## config.mk

```make
export PLATFORM = sky130hd
export DESIGN_NAME = xaddrgen_seq
export DESIGN_NICKNAME = d
export VERILOG_FILES = /design/src/rtl/xaddrgen_seq.sv
export SDC_FILE = /design/constraint.sdc
export NUM_CORES = 1
export LEC_CHECK = 0
export ABC_AREA = 1
export CELL_PAD_IN_SITES_DETAIL_PLACEMENT = 0
export CELL_PAD_IN_SITES_GLOBAL_PLACEMENT = 2
export CORE_MARGIN = 3
export CORE_UTILIZATION = 39
export CTS_CLUSTER_DIAMETER = 80
export DETAILED_ROUTE_END_ITERATION = 10
export PLACE_DENSITY = 0.78
export SLEW_MARGIN = 20
export SYNTH_ARGS = -nofsm -noshare
export SYNTH_HDL_FRONTEND = slang
export SYNTH_SLANG_ARGS = --single-unit
```

## constraint.sdc

```tcl
create_clock -name clk_i -period 10 [get_ports clk_i]
set_input_delay 1.5 -clock clk_i [delete_from_list [all_inputs] [get_ports clk_i]]
set_output_delay 1.5 -clock clk_i [all_outputs]
set_load 0.01 [all_outputs]
```

## src/rtl/xaddrgen_seq.sv

```systemverilog
// ============================================================================
// Module   : xaddrgen_seq
// Purpose  : Job sequencer queueing config bundles for the address generator.
//            Optional replay of completed bundles: XADDRGEN_SEQ_LOOP_EN.
// Revision : 1.0 - initial release
// ============================================================================
`default_nettype none

module xaddrgen_seq #(
    parameter int unsigned CFG_W   = 128,
    parameter int unsigned DEPTH_W = 2,
    parameter int unsigned CNT_W   = 16
) (
    input  logic               clk_i,
    input  logic               rst_n_i,
    input  logic               enable_i,
`ifdef XADDRGEN_SEQ_LOOP_EN
    input  logic               loop_i,
`endif
    input  logic               abort_i,
    input  logic               in_valid_i,
    output logic               in_ready_o,
    input  logic [CFG_W-1:0]   in_cfg_i,
    output logic [CFG_W-1:0]   cfg_o,
    output logic               run_o,
    input  logic               done_i,
    output logic               busy_o,
    output logic               job_done_o,
    output logic [DEPTH_W:0]   count_o,
    output logic [CNT_W-1:0]   jobs_o
);

    localparam int unsigned C_DEPTH = 1 << DEPTH_W;

    typedef enum logic [1:0] {
        IDLE  = 2'd0,
        ISSUE = 2'd1,
        ARM   = 2'd2,
        WAIT  = 2'd3
    } state_t;

    state_t             r_state;
    state_t             w_next_state;

    logic [CFG_W-1:0]   r_mem [C_DEPTH];
    logic [DEPTH_W:0]   r_wr_ptr;
    logic [DEPTH_W:0]   r_rd_ptr;
    logic [CFG_W-1:0]   r_cfg;
    logic [CNT_W-1:0]   r_jobs;

    logic [DEPTH_W:0]   w_count;
    logic               w_full;
    logic               w_pop;
    logic               w_push;
    logic               w_host_push;
    logic               w_repush;
    logic               w_complete;
    logic [CFG_W-1:0]   w_push_data;

    // Pointers carry one extra bit so full and empty are distinguishable.
    assign w_count     = r_wr_ptr - r_rd_ptr;
    assign w_full      = (w_count == (DEPTH_W+1)'(C_DEPTH));
    assign w_complete  = (r_state == WAIT) && done_i && !abort_i;
    assign w_pop       = (r_state == IDLE) && enable_i && (w_count != '0) && !abort_i;

`ifdef XADDRGEN_SEQ_LOOP_EN
    // Replay write-back claims the tail slot ahead of the host; a full queue drops it.
    assign w_repush    = w_complete && loop_i && !w_full;
`else
    assign w_repush    = 1'b0;
`endif

    assign in_ready_o  = !w_full && !abort_i && !w_repush;
    assign w_host_push = in_valid_i && in_ready_o;
    assign w_push      = w_repush || w_host_push;
    assign w_push_data = w_repush ? r_cfg : in_cfg_i;

    always_ff @(posedge clk_i) begin
        if (w_push) begin
            r_mem[r_wr_ptr[DEPTH_W-1:0]] <= w_push_data;
        end
    end

    always_ff @(posedge clk_i or negedge rst_n_i) begin
        if (!rst_n_i) begin
            r_wr_ptr <= '0;
            r_rd_ptr <= '0;
        end else if (abort_i) begin
            r_wr_ptr <= '0;
            r_rd_ptr <= '0;
        end else begin
            if (w_push) begin
                r_wr_ptr <= r_wr_ptr + (DEPTH_W+1)'(1);
            end
            if (w_pop) begin
                r_rd_ptr <= r_rd_ptr + (DEPTH_W+1)'(1);
            end
        end
    end

    always_ff @(posedge clk_i or negedge rst_n_i) begin
        if (!rst_n_i) begin
            r_cfg <= '0;
        end else if (w_pop) begin
            r_cfg <= r_mem[r_rd_ptr[DEPTH_W-1:0]];
        end
    end

    always_ff @(posedge clk_i or negedge rst_n_i) begin
        if (!rst_n_i) begin
            r_jobs <= '0;
        end else if (w_complete) begin
            r_jobs <= r_jobs + CNT_W'(1);
        end
    end

    always_ff @(posedge clk_i or negedge rst_n_i) begin
        if (!rst_n_i) begin
            r_state <= IDLE;
        end else begin
            r_state <= w_next_state;
        end
    end

    always_comb begin
        w_next_state = r_state;
        run_o        = 1'b0;
        job_done_o   = 1'b0;
        if (abort_i) begin
            w_next_state = IDLE;
        end else begin
            case (r_state)
                IDLE: begin
                    if (w_pop) begin
                        w_next_state = ISSUE;
                    end
                end
                ISSUE: begin
                    run_o        = 1'b1;
                    w_next_state = ARM;
                end
                // Generator done still reflects its pre-run idle level here.
                ARM: begin
                    w_next_state = WAIT;
                end
                WAIT: begin
                    if (done_i) begin
                        job_done_o   = 1'b1;
                        w_next_state = IDLE;
                    end
                end
                default: begin
                    w_next_state = IDLE;
                end
            endcase
        end
    end

    assign cfg_o   = r_cfg;
    assign busy_o  = (r_state != IDLE);
    assign count_o = w_count;
    assign jobs_o  = r_jobs;

endmodule

`default_nettype wire

```

==> results by group, run 1 <==
Run status
  – Status: finished clean

Route
  – Vias per inst: 5.11
  – Post-route ant nets: 0
  – Residual DRC: 0
  – Starting DRC count in detailed routing: 1143
  – Wire per inst: 21.0 um
  – Total wire length: 63000 um
  – Vias post-DR: 15400
  – Drt first pass iters: 5

Global route
  – First-pass GRT wire length: 94100 um
  – Largest net degree at the start of global routing: 115
  – GRT Util Overall: 0.182
  – Initial antenna violation count: 17
  – Grt ovf: 0
  – Vias in the first global route: 15000

Floorplan
  – Die W: 262 um
  – Site Rows: 93
  – Initial Util: 0.395
  – Die area: 68500 um2
  – # IOs: 285
  – DIE HEIGHT: 262 um
  – Core Area: 64600 um2

Power
  – Leak: 11.3 nW
  – PD cells: 269 nW/um2
  – Clock Power Share: 0.302
  – Seq pwr share: 0.432
  – Combinational Power Share: 0.266
  – Net Switching: 2.57 mW
  – Int Power: 5.85 mW
  – Maximum vdd drop: 0.128 mV
  – Sw frac: 0.305

Placed design
  – Place WS: 4590 ps
  – Dpl hpwl: 37200 um
  – Port Buf Inserts: 284
  – GPL Wtd Cong: 0.798

Critical path
  – Crit-path slowest cell: clkdlybuf4s50_1
  – Critical path origin: abort_i
  – Critical path launch point type: input port
  – Most frequent CP cell: clkdlybuf4s50_1
  – Max stage delay on crit path: 570 ps
  – Crit Path Max Fanout: 46
  – Worst Path Required: 8500 ps
  – Critical R2R Launch: r_rd_ptr[0]
  – Worst setup EP type: output port
  – CP Cell Sequence: clkdlybuf4s50_1 > inv_4 > nand3_4 > inv_1 > clkdlybuf4s50_1
  – Crit-path leading delay family: buffers and inverters
  – Worst Path Arrival: 3490 ps
  – Critical path class: input port to output port
  – CP bufs+invs: 4

Synthesis
  – Synth top area share: 0.603
  – Post-synthesis cell type count: 28
  – Post-synthesis sequential area ratio: 0.752
  – Yosys Warn Count: 0
  – Dominant cells by area after synthesis: edfxtp_1 (60%), dfrtp_1 (15%), mux2i_1 (5.0%)
  – Synthesized instance count: 1826
  – Net count after synthesis: 1973
  – Post-synth top area cell: edfxtp_1
  – Mapped Area: 25500 um2
  – Synthesized flop and latch total: 664
  – Mean post-synth cell area: 14.0 um2

Timing
  – Final Slew Violations: 0
  – Tcrit/Tclk final: 0.499
  – Final hold vios: 0
  – Setup TNS: 0 ps
  – Slew margin rel.: 0.253
  – Slew @ Worst Pin: 1120 ps
  – Final Skew: 20.0 ps
  – Worst Slack Setup Final: 5010 ps
  – RSZ-0062 raised after global routing: false
  – Fmax: 201 MHz
  – Fin crit period: 4990 ps
  – # setup viols final: 0

CTS
  – # H-tree levels: 3
  – Root Buffer: clkbuf_16
  – Post-cts sizing count: 0
  – Clk Latency, worst-skew pair: 590 ps
  – CTS Sinks: 664
  – CTS buffer count: 71
  – Post-CTS setup buffer count: 0
  – TritonCTS clock tree: done
  – Clock Pin Slew Worst Setup and Hold Paths: 60 ps
  – CTS Hold Buffers Added: 0
  – Clk buf depth: 3

Finish
  – Share of layout cells above drive strength 1: 0.0652
  – # fillers: 5618
  – Multi-input gate area: 5550 um2
  – P&R area growth vs syn: 22.6%
  – Final nets: 2237
  – FF+latch area: 19200 um2

Min path
  – Hold path startpoint: cfg_o[111]
  – Hold crit path type: flip-flop to flip-flop

Job
  – Max-Cap Viols: 0
[final timing paths]
check / to / slack [ps] / cells after the start
min in group asynchronous: cfg_o[96] / 810 / 1
max in group asynchronous: cfg_o[1] / 7020 / 3
worst min-delay path: cfg_o[111] / 480 / 2
worst min register to register: cfg_o[111] / 480 / 2
worst max register to register: r_mem[2][44] / 5580 / 8
worst max-delay path: job_done_o / 5010 / 5
[cells in the mapped netlist]
master	count
inv_2	2
nor2_1	141
fa_1	1
nor3_1	4
buf_4	3
ha_1	12
buf_6	27
mux2i_1	128
nand2_2	1
xnor2_1	5
o21ai_0	132
nand3_4	1
buf_2	28
clkbuf_1	46
nand4_1	2
dfrtp_1	152
buf_1	9
xor2_1	8
nor2_4	2
nor4_1	1
a21oi_1	1
nand3b_1	1
nor2_2	2
nand3_1	142
edfxtp_1	512
inv_1	33
nand2_1	302
o22ai_1	128
[kinds of logic after synthesis]
kind of cell | share of synthesized area
flops | 0.752
simple gates | 0.0972
compound gates | 0.0575
buf+inv | 0.0316
mux | 0.0503
xor+xnor | 0.00447
fa+ha+maj | 0.00667
[routing by layer]
| layer | vias to the layer above | wire (um) | GRT usage |
|---|---|---|---|
| li1 | 7199 | - | - |
| met1 | 7677 | 29700 | 0.268 |
| met2 | 396 | 28500 | 0.273 |
| met3 | 75 | 3940 | 0.0434 |
| met4 | 16 | 849 | 0.0447 |
| met5 | - | 103 | 0 |
[area by class of cell]
type                    instances  share of cell area
multi-input cells            1014               0.177
clock buffers                  96              0.0645
diodes                          6            0.000480
repair buffers                304              0.0960
clock inverters                34             0.00897
well taps                     855              0.0342
inverters                      35             0.00444
flip-flops and latches        664               0.614
[cells in the final DEF (no fill, tap or decap), drive strengths merged]
| cell | instances |
|---|---|
| nor4 | 1 |
| xor2 | 8 |
| fa | 1 |
| nand3 | 143 |
| clkdlybuf4s50 | 283 |
| clkbuf | 96 |
| o21ai | 132 |
| diode | 6 |
| edfxtp | 512 |
| clkinvlp | 1 |
| bufinv | 4 |
| ha | 12 |
| a21oi | 1 |
| mux2i | 128 |
| nor3 | 4 |
| clkinv | 27 |
| nand4 | 2 |
| dfrtp | 152 |
| o22ai | 128 |
| inv | 37 |
| nand3b | 1 |
| nor2 | 145 |
| nand2 | 303 |
| xnor2 | 5 |
| buf | 21 |
[tightest hold or removal path, stage by stage (launching register included)]
cell	delay, ps
dfrtp_1	340
nand2_1	50
nand2_1	50
[flip-flops by register name (all words and copies together), names as in the netlist]
name / count
r_mem: 512
cfg_o: 128
jobs_o: 16
r_rd_ptr: 3
r_wr_ptr: 3
r_state: 2
[power groups by stage]
stage / registers, mW / clock network, mW / logic, mW
2_1_floorplan: 3.75 / 0 / 1.24
3_3_place_gp: 3.69 / 0 / 2.25
3_5_place_dp: 3.69 / 0 / 2.28
4_1_cts: 3.64 / 2.61 / 2.28
5_1_grt: 3.69 / 2.73 / 2.45
6_report: 3.64 / 2.54 / 2.24
[stage by stage]
stage          instances  utilization  hold slack, ps  cell area [um2]  power (mW)
2_1_floorplan       1826            -             490            25500        4.99
3_3_place_gp        2872        0.448             466            28900        5.94
3_5_place_dp        2872        0.448             465            28900        5.97
4_1_cts             3002        0.484             482            31200        8.54
5_1_grt             3003        0.484             494            31200        8.86
6_report            3008        0.484             478            31300        8.42
Power figures use the tool's default switching activity.
==> run 2, diff against run 1 <==
==> constraint.sdc (replaced) <==
create_clock -name clk_i -period 4.9 [get_ports clk_i]
set_input_delay 0.735 -clock clk_i [delete_from_list [all_inputs] [get_ports clk_i]]
set_output_delay 0.735 -clock clk_i [all_outputs]
set_load 0.01 [all_outputs]
==> results by group, run 2 (synthesis gave the netlist of run 1 again) <==
Run status
  – Status: finished clean

Timing
  – Final hold vios: 0 (unchanged)
  – Setup TNS: 0 ps (unchanged)
  – Slew @ Worst Pin: 1030 ps (-94.6 ps)
  – Final Skew: 12.3 ps (-7.74 ps)
  – RSZ-0062 raised after global routing: false
  – Fmax: 282 MHz
  – Slew margin rel.: 0.316 (+0.0631)
  – Final Slew Violations: 0 (unchanged)
  – Tcrit/Tclk final: 0.723
  – Fin crit period: 3540 ps
  – # setup viols final: 0 (unchanged)

Floorplan
  – Initial Util: 0.395 (unchanged)
  – DIE HEIGHT: 262 um (unchanged)
  – # IOs: 285 (unchanged)
  – Core Area: 64600 um2 (unchanged)
  – Die W: 262 um (unchanged)
  – Die area: 68500 um2 (unchanged)
  – Site Rows: 93 (unchanged)

Critical path
  – R2r setup slk: 1830 ps (-3750 ps)
  – Reg-to-reg endpoint: r_mem[0][40]
  – Critical path launch point type: flip-flop
  – Worst Path Required: 4160 ps (-4340 ps)
  – Worst setup EP type: output port
  – Crit Path Max Fanout: 5 (-89%)
  – Worst Path Arrival: 2810 ps (-680 ps)
  – Critical path class: flip-flop to output port
  – Critical R2R Launch: r_wr_ptr[0]
  – R2R depth: 9 (+1)

Finish
  – Commonest cells after routing, fill and taps aside: edfxtp_1 (512), nand2_1 (302), clkdlybuf4s50_1 (283)
  – Share of layout cells above drive strength 1: 0.0647 (-0.000526)
  – # fillers: 5548 (-1.2%)
  – Number of flip-flops in the largest register: 512 (unchanged)
  – Final nets: 2237 (unchanged)
  – P&R area growth vs syn: 23.4%
  – Commonest non-fill, non-tap cell in the layout: edfxtp_1

CTS
  – Post-cts sizing count: 0 (unchanged)
  – CTS Hold Buffers Added: 0 (unchanged)
  – Clk Latency, worst-skew pair: 590 ps (about the same)
  – Root Buffer: clkbuf_16
  – CTS Sinks: 664 (unchanged)
  – Clk buf depth: 3 (unchanged)
  – CTS buffer count: 71 (unchanged)
  – # H-tree levels: 3 (unchanged)
  – Clock Pin Slew Worst Setup and Hold Paths: 60 ps (about the same)
  – Post-CTS setup buffer count: 0 (unchanged)
  – TritonCTS clock tree: done

Route
  – Post-route ant nets: 0 (unchanged)
  – Drt first pass iters: 6 (+1)
  – Residual DRC: 0 (unchanged)
  – Total wire length: 62400 um (-0.93%)
  – Wire per inst: 20.7 um (-1.1%)
  – Vias post-DR: 15400 (+0.059%)
  – Starting DRC count in detailed routing: 1003 (-12%)
  – Vias per inst: 5.10 (-0.11%)

Global route
  – Largest net degree at the start of global routing: 259 (+130%)
  – Initial antenna violation count: 14 (-3)
  – GRT Util Overall: 0.181 (-0.000865)
  – Grt ovf: 0 (unchanged)
  – First-pass GRT wire length: 93700 um (-0.46%)
  – Vias in the first global route: 15500 (+3.2%)

Placed design
  – Dpl hpwl: 34500 um (-7.1%)
  – Port Buf Inserts: 284 (unchanged)
  – GPL Wtd Cong: 0.751 (-5.9%)

Power
  – Tot Pwr: 17.3 mW (+110%)
  – Maximum vdd drop: 0.332 mV (+160%)
  – PD cells: 549 nW/um2 (+100%)
  – Leak: 11.3 nW (+0.47%)

Min path
  – Hold crit path type: input port to asynchronous set/reset pin

Job
  – Max-Cap Viols: 0 (unchanged)
==> run 2: stage by stage <==
stage | utilization | std cells | worst slack (ps) | hold slack (ps) | cell area (um2)
3_3_place_gp | 0.450 | 2871 | 1350 | 464 | 29100
2_1_floorplan | - | 1826 | -475 | 439 | 25500
5_1_grt | 0.487 | 3007 | 1220 | 323 | 31400
4_1_cts | 0.486 | 3003 | 1300 | 267 | 31400
6_report | 0.487 | 3013 | 1360 | 258 | 31500
3_5_place_dp | 0.450 | 2871 | 1300 | 465 | 29100
==> run 2: per-layer routing <==
| metal | track usage | vias up | part of all wire |
|---|---|---|---|
| li1 | - | 7200 | - |
| met1 | 0.246 | 7665 | 0.44 |
| met2 | 0.285 | 416 | 0.46 |
| met3 | 0.0518 | 81 | 0.078 |
| met4 | 0.0536 | 10 | 0.018 |
| met5 | 0 | - | 0.0011 |
==> run 2: worst max-delay path, cell delays in order, from the launching register on <==
cell	delay, ps
dfrtp_1	410
inv_1	100
ha_1	220
fa_1	390
nand3_1	120
nand2_1	90
nand2_1	160
nand2_1	70
inv_1	100
clkdlybuf4s50_1	540
==> run 2: how the worst max path moves through the flow <==
stage | from | end | slack (ps) | depth (start not counted)
6_report | r_wr_ptr[0] | in_ready_o | 1360 | 9
5_1_grt | r_wr_ptr[0] | in_ready_o | 1220 | 9
4_1_cts | r_wr_ptr[0] | in_ready_o | 1300 | 9
3_5_place_dp | abort_i | r_mem[0][36] | 1300 | 5
3_3_place_gp | abort_i | r_mem[0][11] | 1350 | 5
2_1_floorplan | r_wr_ptr[0] | r_mem[3][0] | -480 | 8
==> run 2: power by group <==
group,internal [mW],switching (mW)
registers,6.93,0.427
logic,1.96,2.74
clock network,3.09,2.13
==> run 2: area by class of cell <==
class / instances / area (um2) / area share
inverter: 35 / 141 / 0.00450
timing repair buffer: 304 / 3180 / 0.101
clock inverter: 32 / 265 / 0.00843
sequential: 664 / 19200 / 0.610
clock buffer: 100 / 2040 / 0.0650
tap: 855 / 1070 / 0.0340
antenna: 9 / 22.5 / 0.000716
multi-input combinational: 1014 / 5550 / 0.176
==> run 3, diff against run 2 <==
==> constraint.sdc (replaced) <==
create_clock -name clk_i -period 3.3 [get_ports clk_i]
set_input_delay 0.495 -clock clk_i [delete_from_list [all_inputs] [get_ports clk_i]]
set_output_delay 0.495 -clock clk_i [all_outputs]
set_load 0.01 [all_outputs]
==> results by group, run 3 (synthesis gave the netlist of run 1 again) <==
Route
  – Vias post-DR: 15400 (+0.17%)
  – Starting DRC count in detailed routing: 961 (-4.2%)
  – Wire per inst: 20.7 um (-0.13%)
  – Drt first pass iters: 5 (-1)
  – Residual DRC: 0 (unchanged)
  – Total wire length: 62600 um (+0.20%)
  – Post-route ant nets: 0 (unchanged)
  – Vias per inst: 5.09 (-0.16%)

Floorplan
  – # IOs: 285 (unchanged)
  – DIE HEIGHT: 262 um (unchanged)
  – Die area: 68500 um2 (unchanged)
  – Core Area: 64600 um2 (unchanged)
  – Die W: 262 um (unchanged)
  – Initial Util: 0.395 (unchanged)
  – Site Rows: 93 (unchanged)

CTS
  – Post-cts sizing count: 0 (unchanged)
  – Root Buffer: clkbuf_16
  – Clk Latency, worst-skew pair: 590 ps (about the same)
  – Clk buf depth: 3 (unchanged)
  – # H-tree levels: 3 (unchanged)
  – Post-CTS setup buffer count: 0 (unchanged)
  – CTS buffer count: 72 (+1.4%)
  – TritonCTS clock tree: done
  – CTS Sinks: 664 (unchanged)
  – Clock Pin Slew Worst Setup and Hold Paths: 50 ps (about the same)
  – CTS Hold Buffers Added: 1 (+1)

Power
  – Tot Pwr: 26.0 mW (+51%)
  – Leak: 11.4 nW (+0.91%)
  – Maximum vdd drop: 0.650 mV (+96%)
  – PD cells: 822 nW/um2 (+50%)

Timing
  – Fmax: 319 MHz
  – Slew margin rel.: 0.107 (-0.209)
  – RSZ-0062 raised after global routing: false
  – Setup TNS: 0 ps (unchanged)
  – Slew @ Worst Pin: 1340 ps (+313 ps)
  – Fin crit period: 3130 ps
  – Final Slew Violations: 0 (unchanged)
  – Tcrit/Tclk final: 0.948
  – Final hold vios: 0 (unchanged)
  – # setup viols final: 0 (unchanged)
  – Final Skew: 17.6 ps (+5.36 ps)

Finish
  – Core Util, Final: 0.490 (+0.00347)
  – P&R area growth vs syn: 24.2%
  – FF+latch area: 19200 um2 (unchanged)
  – Final nets: 2250 (+0.58%)
  – Commonest cells after routing, fill and taps aside: edfxtp_1 (512), nand2_1 (300), clkdlybuf4s50_1 (283)
  – Commonest non-fill, non-tap cell in the layout: edfxtp_1
  – Number of flip-flops in the largest register: 512 (unchanged)
  – Layout Cells excl Fill: 3023 (+0.33%)
  – Share of layout cells above drive strength 1: 0.0763 (+0.0116)
  – Multi-input gate area: 5580 um2 (+0.68%)
  – Final instance area: 31700 um2 (+0.71%)
  – # fillers: 5514 (-0.61%)

Placed design
  – Post-Place Cells: 2883 (+0.42%)
  – Dpl cell area: 29200 um2 (+0.52%)
  – GPL Wtd Cong: 0.733 (-2.3%)
  – Port Buf Inserts: 284 (unchanged)
  – Dpl hpwl: 34600 um (+0.28%)

Critical path
  – Critical path class: flip-flop to output port
  – Critical R2R Launch: r_rd_ptr[0]
  – Worst setup EP type: output port
  – End of the critical path: in_ready_o
  – Crit Path Max Fanout: 5 (unchanged)
  – R2r setup slk: 570 ps (-1260 ps)
  – Worst Path Required: 2800 ps (-1360 ps)
  – Critical path origin: r_wr_ptr[0]
  – Worst Path Arrival: 2640 ps (-170 ps)
  – Critical path launch point type: flip-flop
  – R2R depth: 6 (-3)
  – Reg-to-reg endpoint: cfg_o[5]

Global route
  – Initial antenna violation count: 8 (-6)
  – GRT Util Overall: 0.182 (+0.00106)
  – Largest net degree at the start of global routing: 227 (-12%)
  – First-pass GRT wire length: 94200 um (+0.54%)
  – Vias in the first global route: 15700 (+1.6%)
  – Grt ovf: 0 (unchanged)

Min path
  – Hold crit path type: input port to asynchronous set/reset pin

Run status
  – Status: finished clean

Job
  – Max-Cap Viols: 0 (unchanged)
run 3: where the power goes:
| part | switching, mW | leakage [nW] | internal [mW] |
|---|---|---|---|
| registers | 0.656 | 6.57 | 10.3 |
| logic | 4.09 | 3.69 | 2.96 |
| clock network | 3.18 | 1.18 | 4.84 |
| total | 7.93 | 11.4 | 18.1 |
run 3: routing by layer:
metal / up-vias / share of wire / global-route usage
met5: - / 0.00037 / 0
met3: 79 / 0.053 / 0.0385
met2: 318 / 0.50 / 0.310
met1: 7776 / 0.43 / 0.236
met4: 4 / 0.017 / 0.0527
li1: 7221 / - / -
run 3: layout make-up:
cell class                      count  area share
Sequential cell                   664       0.606
Inverter                           35     0.00446
Antenna cell                        6    0.000474
Timing Repair Buffer              316       0.103
Clock inverter                     29     0.00837
Tap cell                          855      0.0338
Clock buffer                      104      0.0675
Multi-Input combinational cell   1014       0.176
run 3: worst max-delay path, cell delays in order (launching register included):
cell             delay, ps
dfrtp_1                420
inv_2                  110
ha_4                   130
fa_2                   430
nand2_1                 80
inv_1                   60
nand2_2                 90
nand2_1                 50
inv_1                   70
clkdlybuf4s50_1        600
run 3: how the worst min path moves through the flow:
stage	start	to	slack (ps)
final	rst_n_i	cfg_o[83]	460
after CTS	rst_n_i	cfg_o[83]	480
after detailed placement	cfg_o[28]	cfg_o[28]	460
after floorplan	rst_n_i	cfg_o[0]	200
after global placement	cfg_o[9]	cfg_o[9]	460
after global routing	cfg_o[43]	cfg_o[43]	500
run 3: through the flow:
stage,setup slack (ps),hold slack (ps)
6_report,170,457
4_1_cts,109,476
2_1_floorplan,-462,199
5_1_grt,35.6,499
3_5_place_dp,590,465
3_3_place_gp,633,464
